## src/rtl/pipe_pkg.sv

```systemverilog
// Shared definitions for the fetch/decode/execute pipeline: opcodes,
// instruction field positions, widths and the decode state encoding.
package pipe_pkg;

   localparam int DW = 16;
   localparam int AW = 8;

   localparam logic [3:0] OP_NOP   = 4'h0;
   localparam logic [3:0] OP_ADD   = 4'h1;
   localparam logic [3:0] OP_SUB   = 4'h2;
   localparam logic [3:0] OP_AND   = 4'h3;
   localparam logic [3:0] OP_OR    = 4'h4;
   localparam logic [3:0] OP_XOR   = 4'h5;
   localparam logic [3:0] OP_SHL   = 4'h6;
   localparam logic [3:0] OP_SHR   = 4'h7;
   localparam logic [3:0] OP_LDI   = 4'h8;
   localparam logic [3:0] OP_LD    = 4'h9;
   localparam logic [3:0] OP_ST    = 4'hA;
   localparam logic [3:0] OP_BEQ   = 4'hB;
   localparam logic [3:0] OP_JMP   = 4'hC;
   localparam logic [3:0] OP_ILL_D = 4'hD;
   localparam logic [3:0] OP_ILL_E = 4'hE;
   localparam logic [3:0] OP_HALT  = 4'hF;

   localparam int OP_MSB  = 15;
   localparam int OP_LSB  = 12;
   localparam int F1_MSB  = 11;
   localparam int F1_LSB  = 8;
   localparam int F2_MSB  = 7;
   localparam int F2_LSB  = 4;
   localparam int F3_MSB  = 3;
   localparam int F3_LSB  = 0;
   localparam int IMM_MSB = 7;
   localparam int IMM_LSB = 0;

   typedef enum logic {
      ST_RUN    = 1'b0,
      ST_HALTED = 1'b1
   } state_t;

endpackage

```

## src/rtl/reg_file.sv

```systemverilog
// 16x16 register file: two asynchronous read ports, one synchronous write
// port, synchronous reset, r0 hardwired to zero.
module reg_file
   import pipe_pkg::*;
#(
   parameter int NREGS = 16,
   parameter int W     = DW,
   parameter int RW    = $clog2(NREGS)
) (
   input  logic          clk,
   input  logic          rst,
   input  logic [RW-1:0] ra_addr,
   input  logic [RW-1:0] rb_addr,
   output logic [W-1:0]  ra_data,
   output logic [W-1:0]  rb_data,
   input  logic          we,
   input  logic [RW-1:0] wa,
   input  logic [W-1:0]  wd
);

   logic [W-1:0] mem [NREGS];

   // NOTE: sequential state uses non-blocking assignments so every register
   // samples pre-edge values regardless of process ordering.
   // NOTE: the array is cleared in reset because registers must read zero
   // afterwards; this keeps it as flops rather than a RAM macro.
   always_ff @(posedge clk) begin
      if (rst) begin
         for (int i = 0; i < NREGS; i++) mem[i] <= '0;
      end else if (we && wa != '0) begin
         mem[wa] <= wd;
      end
   end

   assign ra_data = (ra_addr == '0) ? '0 : mem[ra_addr];
   assign rb_data = (rb_addr == '0) ? '0 : mem[rb_addr];

endmodule

```

## src/rtl/decode_stage.sv

```systemverilog
// Decode stage: field decode, operand read, RAW hazard stall/bubble and HALT.
// Define DECODE_BYPASS_EN to forward wb_data on a hazard instead of stalling.
module decode_stage #(
   parameter int NREGS = 16,
   parameter int DW    = pipe_pkg::DW,
   parameter int AW    = pipe_pkg::AW
) (
   input  logic          clk,
   input  logic          rst,
   input  logic [15:0]   curr_instr,
   input  logic          in_valid,
   input  logic [AW-1:0] in_pc,
   output logic          stall,
   input  logic          wb_en,
   input  logic [3:0]    wb_addr,
   input  logic [DW-1:0] wb_data,
   input  logic          flush,
   output logic          d_valid,
   output logic [3:0]    d_op,
   output logic [3:0]    d_rd,
   output logic [DW-1:0] d_a,
   output logic [DW-1:0] d_b,
   output logic [7:0]    d_imm,
   output logic [AW-1:0] d_target,
   output logic          d_illegal,
   output logic          halted,
   output logic [7:0]    stall_cnt
);
   import pipe_pkg::*;

   logic [3:0]    op, f1, f2, f3;
   logic [7:0]    imm;
   logic [3:0]    nx_op, nx_rd, sa, sb;
   logic [7:0]    nx_imm;
   logic [AW-1:0] nx_target;
   logic          nx_illegal, use_a, use_b, is_halt;
   logic [DW-1:0] rf_a, rf_b, opa, opb;
   logic          match_a, match_b, hazard_stall, load;
   state_t        state_q, state_d;

   assign op  = curr_instr[OP_MSB:OP_LSB];
   assign f1  = curr_instr[F1_MSB:F1_LSB];
   assign f2  = curr_instr[F2_MSB:F2_LSB];
   assign f3  = curr_instr[F3_MSB:F3_LSB];
   assign imm = curr_instr[IMM_MSB:IMM_LSB];

   // NOTE: every output of this block gets a default first, so no path can
   // leave one unassigned and infer a latch.
   always_comb begin
      nx_op      = op;
      nx_rd      = '0;
      sa         = '0;
      sb         = '0;
      use_a      = 1'b0;
      use_b      = 1'b0;
      nx_imm     = '0;
      nx_target  = '0;
      nx_illegal = 1'b0;
      is_halt    = 1'b0;
      case (op)
         OP_ADD, OP_SUB, OP_AND, OP_OR, OP_XOR, OP_SHL, OP_SHR: begin
            nx_rd = f1; sa = f2; sb = f3; use_a = 1'b1; use_b = 1'b1;
         end
         OP_LDI: begin nx_rd = f1; nx_imm = imm; end
         OP_LD:  begin nx_rd = f1; sa = f2; use_a = 1'b1; end
         OP_ST:  begin sa = f2; sb = f1; use_a = 1'b1; use_b = 1'b1; end
         OP_BEQ: begin
            sa = f1; sb = f2; use_a = 1'b1; use_b = 1'b1;
            nx_target = in_pc + AW'(1) + {{(AW-4){f3[3]}}, f3};
         end
         OP_JMP:   nx_target = AW'(imm);
         OP_HALT:  is_halt = 1'b1;
         OP_ILL_D, OP_ILL_E: begin nx_op = OP_NOP; nx_illegal = 1'b1; end
         default: ;
      endcase
   end

   reg_file #(.NREGS(NREGS), .W(DW), .RW(4)) u_rf (
      .clk     (clk),
      .rst     (rst),
      .ra_addr (sa),
      .rb_addr (sb),
      .ra_data (rf_a),
      .rb_data (rf_b),
      .we      (wb_en),
      .wa      (wb_addr),
      .wd      (wb_data)
   );

   // Unused source fields are forced to r0 above, so only real sources match.
   assign match_a = use_a & wb_en & (wb_addr != '0) & (wb_addr == sa);
   assign match_b = use_b & wb_en & (wb_addr != '0) & (wb_addr == sb);

`ifdef DECODE_BYPASS_EN
   assign opa          = match_a ? wb_data : rf_a;
   assign opb          = match_b ? wb_data : rf_b;
   assign hazard_stall = 1'b0;
`else
   assign opa          = rf_a;
   assign opb          = rf_b;
   assign hazard_stall = (state_q == ST_RUN) & ~flush & in_valid & (match_a | match_b);
`endif

   always_comb begin
      state_d = state_q;
      load    = 1'b0;
      stall   = 1'b0;
      case (state_q)
         ST_RUN: begin
            stall = hazard_stall;
            load  = in_valid & ~flush & ~hazard_stall;
            if (load && is_halt) state_d = ST_HALTED;
         end
         ST_HALTED: stall = 1'b1;
         default:   state_d = ST_RUN;
      endcase
   end

   assign halted = (state_q == ST_HALTED);

   always_ff @(posedge clk) begin
      if (rst) begin
         state_q   <= ST_RUN;
         d_valid   <= 1'b0;
         d_op      <= '0;
         d_rd      <= '0;
         d_a       <= '0;
         d_b       <= '0;
         d_imm     <= '0;
         d_target  <= '0;
         d_illegal <= 1'b0;
         stall_cnt <= '0;
      end else begin
         state_q   <= state_d;
         d_valid   <= load;
         d_op      <= load ? nx_op      : '0;
         d_rd      <= load ? nx_rd      : '0;
         d_a       <= load ? opa        : '0;
         d_b       <= load ? opb        : '0;
         d_imm     <= load ? nx_imm     : '0;
         d_target  <= load ? nx_target  : '0;
         d_illegal <= load ? nx_illegal : 1'b0;
         if (hazard_stall && stall_cnt != 8'hFF) stall_cnt <= stall_cnt + 8'd1;
      end
   end

endmodule

```

## config.mk

```make
export PLATFORM = sky130hd
export DESIGN_NAME = decode_stage
export DESIGN_NICKNAME = d
export VERILOG_FILES = /design/src/rtl/pipe_pkg.sv /design/src/rtl/reg_file.sv /design/src/rtl/decode_stage.sv
export SDC_FILE = /design/constraint.sdc
export NUM_CORES = 1
export LEC_CHECK = 0
export CAP_MARGIN = 0
export CORE_ASPECT_RATIO = 1.1
export CORE_MARGIN = 5
export CORE_UTILIZATION = 40
export DETAILED_ROUTE_END_ITERATION = 12
export PLACE_DENSITY = 0.67
export SYNTH_ARGS = -nofsm -noshare
export SYNTH_HDL_FRONTEND = slang
export SYNTH_HIERARCHICAL = 1
export SYNTH_SLANG_ARGS = --single-unit
```

## constraint.sdc

```tcl
create_clock -name clk -period 3.2 [get_ports clk]
set_input_delay 0.64 -clock clk [delete_from_list [all_inputs] [get_ports clk]]
set_output_delay 0.64 -clock clk [all_outputs]
set_load 0.05 [all_outputs]
```

### Word-level counts from Yosys, hierarchy flattened

Memories as Yosys holds them, arrays and structs flattened. A register that Yosys moved wholly into a read port is not among the register bits.
Cells that the tools add are included.

| storage, ports and cells | value |
|---|---|
| output and inout bits | 68 |
| bits in writable memories | 256 |
| flip-flop bits (word level) | 35 |
| word-level logic and storage cells | 86 |
| memories | 1 |
| input bits | 49 |

Memory list:

| name | words | width | rd ports | clocked after Yosys merged registers in | write ports | RTL line | RTL |
|---|---|---|---|---|---|---|---|
| u_rf.mem | 16 | 16 | 2 | 2 | 16 | reg_file.sv:21 | `logic [W-1:0] mem [NREGS];` |

| operators by class | value |
|---|---|
| multiplexer cells | 19 |
| bitwise operators | 18 |
| add/sub/neg operators | 3 |
| reduce and logical (&&, ||, !) cells | 19 |
| eq/ne operators | 18 |

Operators by type and width:

| kind | number |
|---|---|
| 4-bit == test, second input constant | 8 |
| 9-bit OR reduction | 3 |
| 8-bit by 1-bit adder with 8-bit output, second input constant | 2 |
| 4-bit by 3-bit == test with 1-bit output, second input constant | 4 |
| 16-bit two-way mux | 1 |
| 8-bit one-hot mux with 2 select lines | 1 |
| 16-bit OR reduction | 1 |
| 1-bit two-way mux | 13 |
| 4-bit one-hot mux with 3 select lines | 1 |
| 3-bit OR reduction | 4 |
| 1-bit bitwise AND | 11 |
| 10-bit OR reduction | 1 |
| 8-bit adder | 1 |
| 4-bit by 2-bit == test with 1-bit output, second input constant | 2 |
| 4-bit == test | 2 |
| 4-bit zero test | 2 |
| 8-bit != test, second input constant | 1 |
| 4-bit one-hot mux with 2 select lines | 1 |
| 7-bit OR reduction | 1 |
| 1-bit inverter | 6 |
| 4-bit by 1-bit == test with 1-bit output, second input constant | 1 |
| 4-bit two-way mux | 1 |
| 4-bit nonzero test | 1 |
| 2-bit OR reduction | 2 |
| other kinds (4) | 6 |

### Depth between registers and ports, before layout

Gate-level depths: netlist of run 1.

| depth | value |
|---|---|
| word-level depth | 13 |
| depth in mapped cells | 12 |
| gate-level depth less buffers | 10 |

### Hierarchy

The synthesis of run 1 kept the hierarchy.

Modules (own cells, without submodules):

| module | area an instance (sq um) | times used | cells each |
|---|---|---|---|
| reg_file | 13113.8 | 1 | 932 |
| decode_stage | 2895.3 | 1 | 316 |

### Worst setup path after synthesis of run 1

No wires, ideal clock.

| path | value |
|---|---|
| kind | input to output |
| start | input curr_instr[15] |
| end | output stall |
| buffers on the path | 2 |
| arrival | 2911 ps |
| slack | -351 ps |
| stages on the path | 8 |
| cell sequence | buf_6 o21ba_2 and2_1 or4b_1 a211o_1 o21a_1 buf_6 o21bai_1 |

| on the way | value |
|---|---|
| word-level cells in the longest chain between the ends | 9 |
| elaborated cells between the ends (all ways) | 29 |
| classes of those cells | 12 x eq/ne; 5 x mux; 8 x bitwise; 4 x reduce/logical |

Ends and longest elaborated chain:

| item | RTL line | RTL |
|---|---|---|
| start: declaration | decode_stage.sv:10 | `input logic [15:0] curr_instr,` |
| branches (longest 6 deep; another with 7-bit OR reduction) | - |  |
| 1-bit OR * | decode_stage.sv:101 | `assign hazard_stall = (state_q == ST_RUN) & ~flush & in_valid & (match_a \| match_b);` |
| 1-bit bitwise AND * | decode_stage.sv:101 |  |
| 1-bit one-hot mux with 2 select lines * | decode_stage.sv:108 | `case (state_q)` |
| end: declaration | decode_stage.sv:13 | `output logic stall,` |

Every way passes the cells marked *.

### Worst setup path after layout of run 1

| path | value |
|---|---|
| start | input curr_instr[4] |
| end | output stall |

| on the way | value |
|---|---|
| word-level cells in the longest chain between the ends | 6 |
| elaborated cells between the ends (all ways) | 9 |
| classes of those cells | 2 x eq/ne; 3 x mux; 4 x bitwise |

Ends and longest elaborated chain:

| item | RTL line | RTL |
|---|---|---|
| 4-bit one-hot mux with 3 select lines / 4-bit one-hot mux with 2 select lines (equally long branches) | decode_stage.sv:60 | `case (op)` |
| 4-bit == test, on equally long branches | decode_stage.sv:92, decode_stage.sv:91 |  |
| 1-bit bitwise AND, on equally long branches | decode_stage.sv:92, decode_stage.sv:91 |  |
| 1-bit OR * | decode_stage.sv:101 |  |
| 1-bit bitwise AND * | decode_stage.sv:101 |  |
| 1-bit one-hot mux with 2 select lines * | decode_stage.sv:108 |  |

Every way passes the cells marked *; elsewhere a longest branch is shown, timed or not.

==> reports/summary.json, run 1 <==
{
  "timing.critical_path.slowest_cell_delay": {"value": 0.34, "unit": "ns"},
  "synth_edf_count": {"value": 241},
  "grt.total_usage": {"value": 20.08, "unit": "%"},
  "grt_pass1_wl": {"value": 68120, "unit": "um"},
  "layout_worst_path_cycle_share": {"value": 97.94, "unit": "%"},
  "synth-seq-area-share": {"value": 53.58, "unit": "%"},
  "grt_remaining_overflow": {"value": 0},
  "timing.hold.worst.class": {"value": "register to register"},
  "synth.net_count": {"value": 1306},
  "area_growth_syn_to_layout": {"value": 23.61, "unit": "%"},
  "portBuffers": {"value": 116},
  "final_standard_cell_count_with_taps_included_and_fillers_excluded": {"value": 1985},
  "dieWidth": {"value": 200.7, "unit": "um"},
  "critPathSlowestCell": {"value": "sky130_fd_sc_hd__or3_1"},
  "static-leakage-power": {"value": 7.222, "unit": "nW"},
  "via_per_inst": {"value": 5.525},
  "num-fill-cells": {"value": 3393},
  "cts_buffer_depth": {"value": 3},
  "hold_path_depth": {"value": 2},
  "cts_root_buf": {"value": "sky130_fd_sc_hd__clkbuf_16"},
  "worst_setup_hold_path_clk_slew": {"value": 0.07, "unit": "ns"},
  "vias": {"value": 10970},
  "hold_path_startpoint": {"value": "stall_cnt[6]"},
  "tightestPinTransition": {"value": 0.6674, "unit": "ns"},
  "dpl-instance-area": {"value": 18750, "unit": "um^2"},
  "clock_sinks": {"value": 308},
  "io_pins": {"value": 117},
  "peakVddDrop": {"value": 0.3930, "unit": "mV"},
  "start_util": {"value": 40.67, "unit": "%"},
  "die_height": {"value": 219.8, "unit": "um"},
  "maxSlewHeadroom": {"value": 55.37, "unit": "%"},
  "crit-reg2reg-capture": {"value": "stall_cnt[5]"},
  "finClkSkew": {"value": 0.01308, "unit": "ns"},
  "core_region_area": {"value": 39370, "unit": "um^2"},
  "final-max-slew-violation-count": {"value": 0},
  "timing.rr.start": {"value": "halted"},
  "worstPathRequired": {"value": 2.56, "unit": "ns"},
  "drv_cap": {"value": 0},
  "final_period_minus_worst_setup_slack": {"value": 3.134, "unit": "ns"},
  "rrSetupSlack": {"value": 1.31, "unit": "ns"},
  "postSynth.topFlopCell": {"value": "sky130_fd_sc_hd__edfxtp_1"},
  "gp_congestion": {"value": 0.8736},
  "status": {"value": "completed"},
  "die-area": {"value": 44130, "unit": "um^2"},
  "worstSkewPairLatency": {"value": 0.58, "unit": "ns"},
  "post_route_cells_drive_above_1_share": {"value": 22.80, "unit": "%"},
  "cts_tree": {"value": "built"},
  "synthesis.instances": {"value": 1248},
  "final-hold-violation-count": {"value": 0},
  "detail_route.wirelength": {"value": 45080, "unit": "um"},
  "fin_worst_hold_slack": {"value": 0.4774, "unit": "ns"},
  "detail_route.first_pass.iterations": {"value": 5},
  "drt_iter0_drc": {"value": 907},
  "post_drt_antenna_nets": {"value": 0},
  "rsz0062_at_grt": {"value": "false"},
  "p_total": {"value": 9.714, "unit": "mW"},
  "cp_top_family": {"value": "compound AO/OA/AOI/OAI gates"},
  "grt_start_max_net_pins": {"value": 34},
  "end_kind": {"value": "primary output"},
  "h-tree-depth": {"value": 1},
  "vias_in_the_first_global_route": {"value": 11080},
  "detailedPlacementHpwl": {"value": 31370, "unit": "um"},
  "setup.worst_path.start_class": {"value": "input port"},
  "detail_route.drc_violations": {"value": 0},
  "report.final.setup_viol": {"value": 0},
  "hold_end": {"value": "stall_cnt[6]"},
  "layout_net_count": {"value": 1509},
  "rows": {"value": 76},
  "setup.worst_path.class": {"value": "input port to primary output"},
  "routedWlPerCell": {"value": 22.71, "unit": "um"},
  "p_per_area": {"value": 490.9, "unit": "nW/um^2"},
  "syn_area": {"value": 16010, "unit": "um^2"},
  "crit_fanout": {"value": 4},
  "rr_worst_depth": {"value": 4},
  "critPathArrivalTime": {"value": 2.49, "unit": "ns"},
  "synth.distinct_cells": {"value": 70},
  "cts-hold-fix-buffers": {"value": 0},
  "post_synth.cell_area_avg": {"value": 12.83, "unit": "um^2"},
  "design_area": {"value": 19790, "unit": "um^2"},
  "antenna_violations_before_repair": {"value": 3},
  "ys_ff_latch": {"value": 308},
  "asyncSetResetFlopFracSynth": {"value": 0, "unit": "%"},
  "numCtsBuffers": {"value": 30},
  "path_cells": {"value": "dlygate4sd2_1 > a21oi_1 > a311oi_2 > buf_4 > or3_1 > a22o_1 > o21a_1 > o21bai_4 > buf_12"},
  "critical_path_buf_inv_count": {"value": 3},
  "synth.yosys.warnings": {"value": 6},
  "maximum_operating_frequency": {"value": 319.1, "unit": "MHz"},
  "placed_cell_count": {"value": 1919}
}
[layout make-up]
cell class,instances,area [um^2],share of cell area (%)
multi-input cells,824,6958,35.16
clock buffers,42,867.1,4.382
clock inverters,13,81.33,0.4110
repair buffers,269,2591,13.09
diodes,4,10.01,0.05058
inverters,18,68.82,0.3477
well taps,507,634.4,3.206
flip-flops and latches,308,8578,43.35
[registers in the layout, indices dropped and copies added, names as in the netlist]
signal	count
d_rd	4
stall_cnt	8
d_target	8
d_valid	1
d_op	4
u_rf/mem	241
d_a	16
halted	1
d_b	16
d_imm	8
d_illegal	1
[stage by stage]
step                      worst slack, ns  utilization (%)  TNS (ns)
final                             0.06588            50.27         0
after global routing             0.006804            50.25         0
after CTS                         0.01276            50.21         0
after detailed placement          -0.5796            47.62    -19.11
after global placement            -0.4766            47.62    -17.67
after floorplan                   0.09552                -         0
[where the power goes]
part | switching (mW) | leakage (nW) | internal [mW]
Clock | 1.53 | 0.471 | 1.89
Combinational | 0.884 | 3.91 | 0.793
Sequential | 0.103 | 2.84 | 4.51
[worst reg2reg max path, delay by kind of cell, from the launching register on]
kind,cells,cell delay [ns]
and+or+nand+nor,2,1.03
DFF,1,0.33
AOI/OAI and AO/OA,2,0.46
[logic make-up after synthesis]
| group | after synthesis | share of synthesized area [%] |
|---|---|---|
| simple gates | 440 | 16.38 |
| mux | 196 | 17.63 |
| xor+xnor | 6 | 0.3283 |
| other cells | 1 | 0.02342 |
| buf+inv | 116 | 3.697 |
| flops | 308 | 53.58 |
| fa+ha+maj | 9 | 0.7503 |
| compound gates | 172 | 7.605 |
[what timing repair did]
action                                  CTS  global route
pin swaps                                10             3
setup buffers                             6             1
endpoints found under the setup margin    1             1
hold endpoints to repair                  0             0
resized for setup                        42             2
[worst max-delay path by stage]
stage | from | to | slack [ns] | depth (start not counted)
3_3_place_gp | curr_instr[13] | d_a[8] | -0.48 | 14
4_1_cts | curr_instr[11] | stall | 0.01 | 9
6_report | curr_instr[4] | stall | 0.07 | 9
3_5_place_dp | curr_instr[13] | d_a[0] | -0.58 | 12
5_1_grt | curr_instr[12] | stall | 0.007 | 8
2_1_floorplan | curr_instr[15] | stall | 0.1 | 8
[Yosys cell counts (4+ instances only)]
library cell	instances	area [um^2]
sky130_fd_sc_hd__buf_6	8	90.09
sky130_fd_sc_hd__a2111oi_2	9	135.1
sky130_fd_sc_hd__a21oi_1	63	315.3
sky130_fd_sc_hd__o22ai_1	14	87.58
sky130_fd_sc_hd__a22oi_1	16	120.1
sky130_fd_sc_hd__nand2b_1	8	50.05
sky130_fd_sc_hd__and3_1	14	87.58
sky130_fd_sc_hd__o31ai_1	5	37.54
sky130_fd_sc_hd__or4_1	6	45.04
sky130_fd_sc_hd__a221o_1	15	150.1
sky130_fd_sc_hd__nor3b_1	4	30.03
sky130_fd_sc_hd__a211oi_1	4	30.03
sky130_fd_sc_hd__xnor2_1	5	43.79
sky130_fd_sc_hd__nor3_1	5	25.02
sky130_fd_sc_hd__nor2_1	49	183.9
sky130_fd_sc_hd__or2_2	14	87.58
sky130_fd_sc_hd__clkbuf_1	40	150.1
sky130_fd_sc_hd__nand3_1	11	55.05
sky130_fd_sc_hd__and2_1	278	1739
sky130_fd_sc_hd__mux2i_1	111	1111
sky130_fd_sc_hd__buf_4	9	67.56
sky130_fd_sc_hd__nand2_1	19	71.32
sky130_fd_sc_hd__or3_1	5	31.28
sky130_fd_sc_hd__buf_2	37	185.2
sky130_fd_sc_hd__dfxtp_1	67	1341
sky130_fd_sc_hd__ha_1	8	100.1
sky130_fd_sc_hd__o21ai_0	13	65.06
sky130_fd_sc_hd__or2_1	4	25.02
sky130_fd_sc_hd__nor2b_1	5	31.28
sky130_fd_sc_hd__mux4_2	67	1509
sky130_fd_sc_hd__edfxtp_1	241	7237
sky130_fd_sc_hd__inv_1	18	67.56
sky130_fd_sc_hd__mux2_2	18	202.7
sky130_fd_sc_hd__a2111oi_0	5	43.79
[layer usage]
| layer | vias to the layer above | part of all wire [%] | GRT usage [%] |
|---|---|---|---|
| li1 | 5066 | - | - |
| met1 | 5516 | 41 | 25.41 |
| met2 | 317 | 52 | 36.88 |
| met3 | 67 | 4.6 | 2.016 |
| met4 | 2 | 2.5 | 5.645 |
| met5 | - | 0.029 | 0 |
[cell usage in the layout (no fill, tap or decap), drive strengths merged, types with 19 or more instances in the layout]
| cell type | instances |
|---|---|
| a21oi | 63 |
| clkdlybuf4s50 | 99 |
| mux4 | 67 |
| mux2i | 111 |
| edfxtp | 241 |
| nor2 | 49 |
| dfxtp | 67 |
| clkbuf | 42 |
| and2 | 278 |
| nand2 | 19 |
| buf | 158 |
Note: power is estimated with default switching activity, not from simulation.
==> inputs of run 2 (changes only) <==
--- a/config.mk
+++ b/config.mk
@@ -5,6 +5,7 @@
 export SDC_FILE = /design/constraint.sdc
 export NUM_CORES = 1
 export LEC_CHECK = 0
+export ABC_AREA = 1
 export CAP_MARGIN = 0
 export CORE_ASPECT_RATIO = 1.1
 export CORE_MARGIN = 5
==> run 2 against run 1 <==
Global-route usage is 3.1 points higher. Sequential cell count increased by 15. Core utilization down 1.3 points. Via count up 50%. Cell count increased by 61%.
==> reports/summary.json, run 2 <==
{
  "p_per_area": {"value": 522.1, "unit": "nW/um^2", "change": "+6.4%"},
  "io_pins": {"value": 117, "change": "unchanged"},
  "final_period_minus_worst_setup_slack": {"value": 2.936, "unit": "ns", "change": "-0.1984 ns"},
  "yosys.area.top_type": {"value": "sky130_fd_sc_hd__edfxtp_1"},
  "detail_route.drc_violations": {"value": 0, "change": "unchanged"},
  "fin_worst_hold_slack": {"value": 0.5103, "unit": "ns", "change": "+0.03294 ns"},
  "placed_cell_count": {"value": 3123, "change": "+63%"},
  "ys_top_cells_by_area": {"value": "sky130_fd_sc_hd__edfxtp_1 43%, sky130_fd_sc_hd__nand2_1 16%, sky130_fd_sc_hd__nand3_1 10%, sky130_fd_sc_hd__inv_1 8.0%, sky130_fd_sc_hd__dfxtp_1 7.4%"},
  "area_growth_syn_to_layout": {"value": 20.97, "unit": "%"},
  "vias_in_the_first_global_route": {"value": 16490, "change": "+49%"},
  "synth_xor_xnor_area_share": {"value": 0.3888, "unit": "%", "change": "+0.061 points"},
  "asyncSetResetFlopFracSynth": {"value": 0, "unit": "%", "change": "unchanged"},
  "dieWidth": {"value": 212.4, "unit": "um", "change": "+5.8%"},
  "maxSlewHeadroom": {"value": 48.79, "unit": "%", "change": "-6.6 points"},
  "mostFrequentLayoutCell": {"value": "sky130_fd_sc_hd__nand2_1"},
  "via_per_inst": {"value": 5.169, "change": "-6.5%"},
  "synth.yosys.warnings": {"value": 6, "change": "unchanged"},
  "dominant_combinational_cell_family_by_area_after_synthesis": {"value": "simple AND/OR/NAND/NOR gates"},
  "cts_buffer_depth": {"value": 3, "change": "unchanged"},
  "cts_root_buf": {"value": "sky130_fd_sc_hd__clkbuf_16"},
  "area_share_of_fa_ha_maj_cells_after_synthesis": {"value": 0.6665, "unit": "%", "change": "-0.084 points"},
  "layout_net_count": {"value": 2641, "change": "+75%"},
  "die_height": {"value": 232.6, "unit": "um", "change": "+5.8%"},
  "setup_tns": {"value": 0, "unit": "ns", "change": "unchanged"},
  "postSynth.topFlopCell": {"value": "sky130_fd_sc_hd__edfxtp_1"},
  "drt_iter0_drc": {"value": 1336, "change": "+47%"},
  "numCtsBuffers": {"value": 38, "change": "+27%"},
  "report.final.setup_viol": {"value": 0, "change": "unchanged"},
  "layout_worst_path_cycle_share": {"value": 91.74, "unit": "%", "change": "-6.2 points"},
  "static-leakage-power": {"value": 10.22, "unit": "nW", "change": "+41%"},
  "rsz0062_at_grt": {"value": "false"},
  "final-max-slew-violation-count": {"value": 0, "change": "unchanged"},
  "synth.top_cell.area_share": {"value": 42.66, "unit": "%", "change": "-2.5 points"},
  "area.sequential": {"value": 9029, "unit": "um^2", "change": "+5.3%"},
  "setup.worst_path.start_class": {"value": "input port"},
  "end_kind": {"value": "primary output"},
  "maximum_operating_frequency": {"value": 340.6, "unit": "MHz", "change": "+6.8%"},
  "num-fill-cells": {"value": 4293, "change": "+27%"},
  "peakVddDrop": {"value": 0.3970, "unit": "mV", "change": "+1.0%"},
  "synth-simple-area-share": {"value": 34.74, "unit": "%", "change": "+18 points"},
  "timing.final.ws_setup": {"value": 0.2643, "unit": "ns", "change": "+0.1984 ns"},
  "worstSkewPairLatency": {"value": 0.56, "unit": "ns", "change": "-0.02 ns"},
  "synth-seq-area-share": {"value": 50.10, "unit": "%", "change": "-3.5 points"},
  "grt.total_usage": {"value": 23.14, "unit": "%", "change": "+3.1 points"},
  "grt_remaining_overflow": {"value": 0, "change": "unchanged"},
  "p_total": {"value": 11.38, "unit": "mW", "change": "+17%"},
  "synth_edf_count": {"value": 256, "change": "+6.2%"},
  "crit_fanout": {"value": 4, "change": "unchanged"},
  "final_core_utilization": {"value": 49.00, "unit": "%", "change": "-1.3 points"},
  "synth_compound_area_share": {"value": 2.118, "unit": "%", "change": "-5.5 points"},
  "detail_route.first_pass.iterations": {"value": 5, "change": "unchanged"},
  "gp_congestion": {"value": 0.9331, "change": "+6.8%"},
  "grt_start_max_net_pins": {"value": 71, "change": "+110%"},
  "detailedPlacementHpwl": {"value": 38060, "unit": "um", "change": "+21%"},
  "dp_slack": {"value": -0.1064, "unit": "ns", "change": "+0.4732 ns"},
  "post_route_cells_drive_above_1_share": {"value": 8.499, "unit": "%", "change": "-14 points"},
  "timing.hold.worst.class": {"value": "register to register"},
  "portBuffers": {"value": 116, "change": "unchanged"},
  "worst_setup_hold_path_clk_slew": {"value": 0.05, "unit": "ns", "change": "-0.02 ns"},
  "clock_sinks": {"value": 323, "change": "+4.9%"},
  "worstPathRequired": {"value": 2.56, "unit": "ns", "change": "about the same"},
  "synth.area.mux_share": {"value": 0, "unit": "%", "change": "-18 points"},
  "h-tree-depth": {"value": 2, "change": "+1"},
  "final-hold-violation-count": {"value": 0, "change": "unchanged"},
  "syn_area": {"value": 18020, "unit": "um^2", "change": "+13%"},
  "drv_cap": {"value": 0, "change": "unchanged"},
  "multi_input_area": {"value": 6943, "unit": "um^2", "change": "-0.22%"},
  "largest_registers": {"value": "u_rf/mem x256, d_a x16, d_b x16"},
  "vias": {"value": 16500, "change": "+50%"},
  "ys_ff_latch": {"value": 323, "change": "+4.9%"},
  "grt_pass1_wl": {"value": 89540, "unit": "um", "change": "+31%"},
  "flip_flop_count_of_the_largest_register_after_layout": {"value": 256, "change": "+6.2%"},
  "detail_route.wirelength": {"value": 57700, "unit": "um", "change": "+28%"},
  "setup.worst_path.class": {"value": "input port to primary output"},
  "post_synth.cell_area_avg": {"value": 7.401, "unit": "um^2", "change": "-42%"},
  "synthesis.instances": {"value": 2435, "change": "+95%"},
  "yosysMostFrequentCell": {"value": "sky130_fd_sc_hd__nand2_1"},
  "routedWlPerCell": {"value": 18.07, "unit": "um", "change": "-20%"},
  "start_util": {"value": 40.50, "unit": "%", "change": "-0.16 points"},
  "critPathArrivalTime": {"value": 2.30, "unit": "ns", "change": "-0.19 ns"},
  "synth.distinct_cells": {"value": 42, "change": "-40%"},
  "core_region_area": {"value": 44490, "unit": "um^2", "change": "+13%"},
  "layout.cells.most_common_list": {"value": "762 x sky130_fd_sc_hd__nand2_1, 383 x sky130_fd_sc_hd__inv_1, 363 x sky130_fd_sc_hd__nand3_1"},
  "dpl-instance-area": {"value": 20490, "unit": "um^2", "change": "+9.3%"},
  "rows": {"value": 81, "change": "+6.6%"},
  "cts-hold-fix-buffers": {"value": 0, "change": "unchanged"},
  "antenna_violations_before_repair": {"value": 1, "change": "-2"},
  "final_standard_cell_count_with_taps_included_and_fillers_excluded": {"value": 3193, "change": "+61%"},
  "regMostFlops": {"value": "u_rf/mem"},
  "post_drt_antenna_nets": {"value": 0, "change": "unchanged"},
  "design_area": {"value": 21800, "unit": "um^2", "change": "+10%"},
  "die-area": {"value": 49400, "unit": "um^2", "change": "+12%"},
  "finClkSkew": {"value": 0.02453, "unit": "ns", "change": "+0.01144 ns"},
  "tightestPinTransition": {"value": 0.7673, "unit": "ns", "change": "+0.09994 ns"},
  "cts_tree": {"value": "built"},
  "status": {"value": "completed"},
  "n_antenna_cell": {"value": 0, "change": "-4"},
  "yosys-top-cells-count": {"value": "767 x sky130_fd_sc_hd__nand2_1, 386 x sky130_fd_sc_hd__inv_1, 363 x sky130_fd_sc_hd__nand3_1, 319 x sky130_fd_sc_hd__nor2_1, 256 x sky130_fd_sc_hd__edfxtp_1"}
}
## run 2: cells by family after synthesis
kind of cell | Yosys count
AOI/OAI and AO/OA | 68
xor gates and xnor gates | 8
adders and majority gates | 9
buffers and inverters | 532
DFF | 323
other | 1
and+or+nand+nor | 1494
## run 2: metal layers
metal  track usage [%]  wire, um
met5                 0        13
met4             10.88      2499
met3             4.895      5273
met2             38.94     27570
met1             28.38     22350
## run 2: worst paths after layout
kind / start / end / slack [ns] / cells past startpoint
hold reg to reg: stall_cnt[3] / stall_cnt[3] / 0.51 / 2
setup reg to reg: stall_cnt[0] / stall_cnt[7] / 1.19 / 8
setup / recovery: wb_addr[1] / stall / 0.26 / 12
hold / removal: stall_cnt[3] / stall_cnt[3] / 0.51 / 2
## run 2: power by group
group          internal, mW  switching [mW]  leakage, nW  total, mW
combinational         0.685            1.41         6.61       2.10
clock                  2.74            1.75        0.624       4.49
sequential             4.74          0.0596         2.99       4.80
total                  8.16            3.22         10.2       11.4
## run 2: area by class of cell
type / count / share of cell area (%)
flip-flops and latches: 323 / 41.41
multi-input cells: 1595 / 31.85
repair buffers: 230 / 10.69
inverters: 395 / 6.824
clock buffers: 50 / 4.855
well taps: 581 / 3.334
clock inverters: 19 / 1.039
## run 2: worst max-delay path, cell delays in order
cell and delay (ns):
sky130_fd_sc_hd__clkdlybuf4s50_1 0.51, sky130_fd_sc_hd__inv_1 0.10, sky130_fd_sc_hd__nand3_1 0.09, sky130_fd_sc_hd__o21a_1 0.14, sky130_fd_sc_hd__a21boi_0 0.18, sky130_fd_sc_hd__nand2_1 0.07, sky130_fd_sc_hd__nor2_1 0.10, sky130_fd_sc_hd__nand3_2 0.10
sky130_fd_sc_hd__nand2_4 0.07, sky130_fd_sc_hd__nand2_1 0.04, sky130_fd_sc_hd__nand2_1 0.10, sky130_fd_sc_hd__buf_12 0.15
## run 2: timing repair
action                                  in CTS  in global routing
endpoints found under the setup margin       1                  1
pin swaps                                    1                  3
resized for setup                            3                  8
buffers inserted                             1                  0
==> inputs of run 3 (changes only) <==
--- a/config.mk
+++ b/config.mk
@@ -11,7 +11,8 @@
 export CORE_MARGIN = 5
 export CORE_UTILIZATION = 40
 export DETAILED_ROUTE_END_ITERATION = 12
-export PLACE_DENSITY = 0.67
+export PLACE_DENSITY = 0.69
+export SETUP_SLACK_MARGIN = 0.4
 export SYNTH_ARGS = -nofsm -noshare
 export SYNTH_HDL_FRONTEND = slang
 export SYNTH_HIERARCHICAL = 1
==> run 3 against run 2 <==
Setup slack better by 0.24 ns. Register-to-register slack hardly changed. First-iteration DRC count is 4.7% higher. Total power is 4.1% lower. Count of clock-buffer cells in the layout is 5 higher.
==> reports/summary.json, run 3 (synthesis gave the netlist of run 2 again) <==
{
  "antenna_violations_before_repair": {"value": 1, "change": "unchanged"},
  "timing.hold.worst.class": {"value": "input port to register"},
  "area.sequential": {"value": 9029, "unit": "um^2", "change": "unchanged"},
  "numCtsBuffers": {"value": 37, "change": "-2.6%"},
  "maxSlewHeadroom": {"value": 53.63, "unit": "%", "change": "+4.8 points"},
  "clock_sinks": {"value": 323, "change": "unchanged"},
  "final-max-slew-violation-count": {"value": 0, "change": "unchanged"},
  "worstPathRequired": {"value": 2.56, "unit": "ns", "change": "about the same"},
  "final_core_utilization": {"value": 49.30, "unit": "%", "change": "+0.30 points"},
  "rsz0062_at_grt": {"value": "true"},
  "multi_input_area": {"value": 7015, "unit": "um^2", "change": "+1.0%"},
  "regMostFlops": {"value": "u_rf/mem"},
  "fin_worst_hold_slack": {"value": 0.4083, "unit": "ns", "change": "-0.1021 ns"},
  "peakVddDrop": {"value": 0.3248, "unit": "mV", "change": "-18%"},
  "status": {"value": "completed"},
  "p_per_area": {"value": 497.7, "unit": "nW/um^2", "change": "-4.7%"},
  "finClkSkew": {"value": 0.02144, "unit": "ns", "change": "-0.003091 ns"},
  "layout_worst_path_cycle_share": {"value": 84.17, "unit": "%", "change": "-7.6 points"},
  "cts-hold-fix-buffers": {"value": 0, "change": "unchanged"},
  "portBuffers": {"value": 116, "change": "unchanged"},
  "clock_power_share": {"value": 36.5, "unit": "%", "change": "-2.9 points"},
  "final-hold-violation-count": {"value": 0, "change": "unchanged"},
  "p_seq_share": {"value": 43.9, "unit": "%", "change": "+1.8 points"},
  "detail_route.first_pass.iterations": {"value": 8, "change": "+3"},
  "static-leakage-power": {"value": 10.34, "unit": "nW", "change": "+1.2%"},
  "final_period_minus_worst_setup_slack": {"value": 2.694, "unit": "ns", "change": "-0.2422 ns"},
  "grt.total_usage": {"value": 23.09, "unit": "%", "change": "-0.053 points"},
  "report.final.setup_viol": {"value": 0, "change": "unchanged"},
  "intPower": {"value": 7.764, "unit": "mW", "change": "-4.8%"},
  "start_util": {"value": 40.50, "unit": "%", "change": "unchanged"},
  "flip_flop_count_of_the_largest_register_after_layout": {"value": 256, "change": "unchanged"},
  "drt_iter0_drc": {"value": 1399, "change": "+4.7%"},
  "worst_setup_hold_path_clk_slew": {"value": 0.05, "unit": "ns", "change": "about the same"},
  "io_pins": {"value": 117, "change": "unchanged"},
  "h-tree-depth": {"value": 2, "change": "unchanged"},
  "crit_fanout": {"value": 3, "change": "-1"},
  "post_drt_antenna_nets": {"value": 0, "change": "unchanged"},
  "maximum_operating_frequency": {"value": 371.3, "unit": "MHz", "change": "+9.0%"},
  "p_total": {"value": 10.92, "unit": "mW", "change": "-4.1%"},
  "setup.worst_path.start_class": {"value": "input port"},
  "grt_start_max_net_pins": {"value": 74, "change": "+4.2%"},
  "grt_remaining_overflow": {"value": 0, "change": "unchanged"},
  "cts_root_buf": {"value": "sky130_fd_sc_hd__clkbuf_16"},
  "die_height": {"value": 232.6, "unit": "um", "change": "unchanged"},
  "cts_buffer_depth": {"value": 3, "change": "unchanged"},
  "detailedPlacementHpwl": {"value": 38210, "unit": "um", "change": "+0.41%"},
  "detail_route.wirelength": {"value": 57640, "unit": "um", "change": "-0.11%"},
  "worstSkewPairLatency": {"value": 0.55, "unit": "ns", "change": "about the same"},
  "gp_congestion": {"value": 0.9547, "change": "+2.3%"},
  "routedWlPerCell": {"value": 17.94, "unit": "um", "change": "-0.73%"},
  "vias_in_the_first_global_route": {"value": 16680, "change": "+1.1%"},
  "largest_registers": {"value": "u_rf/mem x256, d_a x16, d_b x16"},
  "detail_route.drc_violations": {"value": 0, "change": "unchanged"},
  "critPathArrivalTime": {"value": 2.05, "unit": "ns", "change": "-0.25 ns"},
  "end_kind": {"value": "primary output"},
  "rrSetupSlack": {"value": 1.18, "unit": "ns", "change": "about the same"},
  "drv_cap": {"value": 0, "change": "unchanged"},
  "grt_pass1_wl": {"value": 89780, "unit": "um", "change": "+0.26%"},
  "mostFrequentLayoutCell": {"value": "sky130_fd_sc_hd__nand2_1"},
  "layout_net_count": {"value": 2660, "change": "+0.72%"},
  "core_region_area": {"value": 44490, "unit": "um^2", "change": "unchanged"},
  "total_switching_power": {"value": 3.154, "unit": "mW", "change": "-2.2%"},
  "tightestPinTransition": {"value": 0.6947, "unit": "ns", "change": "-0.07258 ns"},
  "via_per_inst": {"value": 5.169, "change": "about the same"},
  "post_route_cells_drive_above_1_share": {"value": 10.11, "unit": "%", "change": "+1.6 points"},
  "dieWidth": {"value": 212.4, "unit": "um", "change": "unchanged"},
  "num-fill-cells": {"value": 4222, "change": "-1.7%"},
  "layout.cells.most_common_list": {"value": "752 x sky130_fd_sc_hd__nand2_1, 379 x sky130_fd_sc_hd__inv_1, 362 x sky130_fd_sc_hd__nand3_1"},
  "rows": {"value": 81, "change": "unchanged"},
  "cts_tree": {"value": "built"},
  "die-area": {"value": 49400, "unit": "um^2", "change": "unchanged"},
  "setup.worst_path.class": {"value": "input port to primary output"},
  "vias": {"value": 16610, "change": "+0.64%"},
  "switching_share": {"value": 28.89, "unit": "%", "change": "+0.57 points"},
  "area_growth_syn_to_layout": {"value": 21.72, "unit": "%"},
  "comb_power_share": {"value": 19.6, "unit": "%", "change": "+1.2 points"}
}
## run 3: cell types whose count changed in the layout (fill, tap and decap cells not counted), moves of 8 or more
cell | previous run | this run
sky130_fd_sc_hd__nand2_2 | 16 | 24
sky130_fd_sc_hd__nor2_2 | 6 | 14
sky130_fd_sc_hd__buf_4 | 90 | 106
sky130_fd_sc_hd__nand2_1 | 762 | 752
sky130_fd_sc_hd__clkdlybuf4s50_1 | 111 | 97
sky130_fd_sc_hd__nor2_1 | 318 | 310
## run 3: worst max-delay path, cell delays in order
cell and delay [ns]:
sky130_fd_sc_hd__clkdlybuf4s50_1 0.48, sky130_fd_sc_hd__nand2_2 0.13, sky130_fd_sc_hd__o211ai_4 0.09, sky130_fd_sc_hd__nand2_1 0.06, sky130_fd_sc_hd__nand3_1 0.08, sky130_fd_sc_hd__nor2_2 0.14
sky130_fd_sc_hd__nand3_4 0.10, sky130_fd_sc_hd__nand2_4 0.07, sky130_fd_sc_hd__nand2_2 0.05, sky130_fd_sc_hd__nand2_2 0.07, sky130_fd_sc_hd__buf_12 0.14
## run 3: stage by stage
stage / setup WS [ns] / instances / TNS [ns] / instance area (um^2)
2_1_floorplan: 0.5052 / 2450 / 0 / 18080
6_report: 0.5065 / 3213 / 0 / 21940
4_1_cts: 0.4058 / 3207 / 0 / 21790
5_1_grt: 0.3653 / 3213 / 0 / 21940
3_3_place_gp: -0.08370 / 3131 / -0.2953 / 20560
3_5_place_dp: -0.07607 / 3131 / -0.4481 / 20560
## run 3: timing repair
| action | in CTS | in global routing |
|---|---|---|
| gates resized for setup | 50 | 39 |
| endpoints found under the hold margin | 0 | 0 |
| pin swaps | 19 | 17 |
| setup endpoints to repair | 1 | 1 |
| setup buffers | 8 | 5 |
## run 3: cell type report
class                           instances  area share, %
Sequential cell                       323          41.16
Multi-Input combinational cell       1595          31.98
Timing Repair Buffer                  250          11.52
Inverter                              395          6.867
Clock buffer                           55          4.860
Tap cell                              581          3.314
Clock inverter                         13         0.2909
Antenna cell                            1        0.01141
## run 3: metal layers
layer / GRT usage [%] / routed length (um) / vias to the layer above
li1: - / - / 7891
met1: 27.96 / 21610 / 7704
met2: 39.71 / 28020 / 855
met3: 4.571 / 5544 / 159
met4: 10.42 / 2455 / 0
met5: 0 / 0 / -
## run 3: worst paths after layout
check | from | depth (start not counted) | to
worst max-delay path | curr_instr[9] | 11 | stall
worst min-delay path | curr_instr[7] | 3 | d_imm[7]
worst max register to register | stall_cnt[0] | 8 | stall_cnt[3]
worst min register to register | stall_cnt[4] | 2 | stall_cnt[4]
## run 3: power groups by stage
stage,combinational (mW),clock (mW),sequential (mW)
floorplan,1.22,0,4.94
global placement,2.04,0,4.88
detailed placement,2.06,0,4.89
CTS,2.09,4.06,4.80
global route,2.34,4.23,4.82
finish,2.13,3.99,4.80
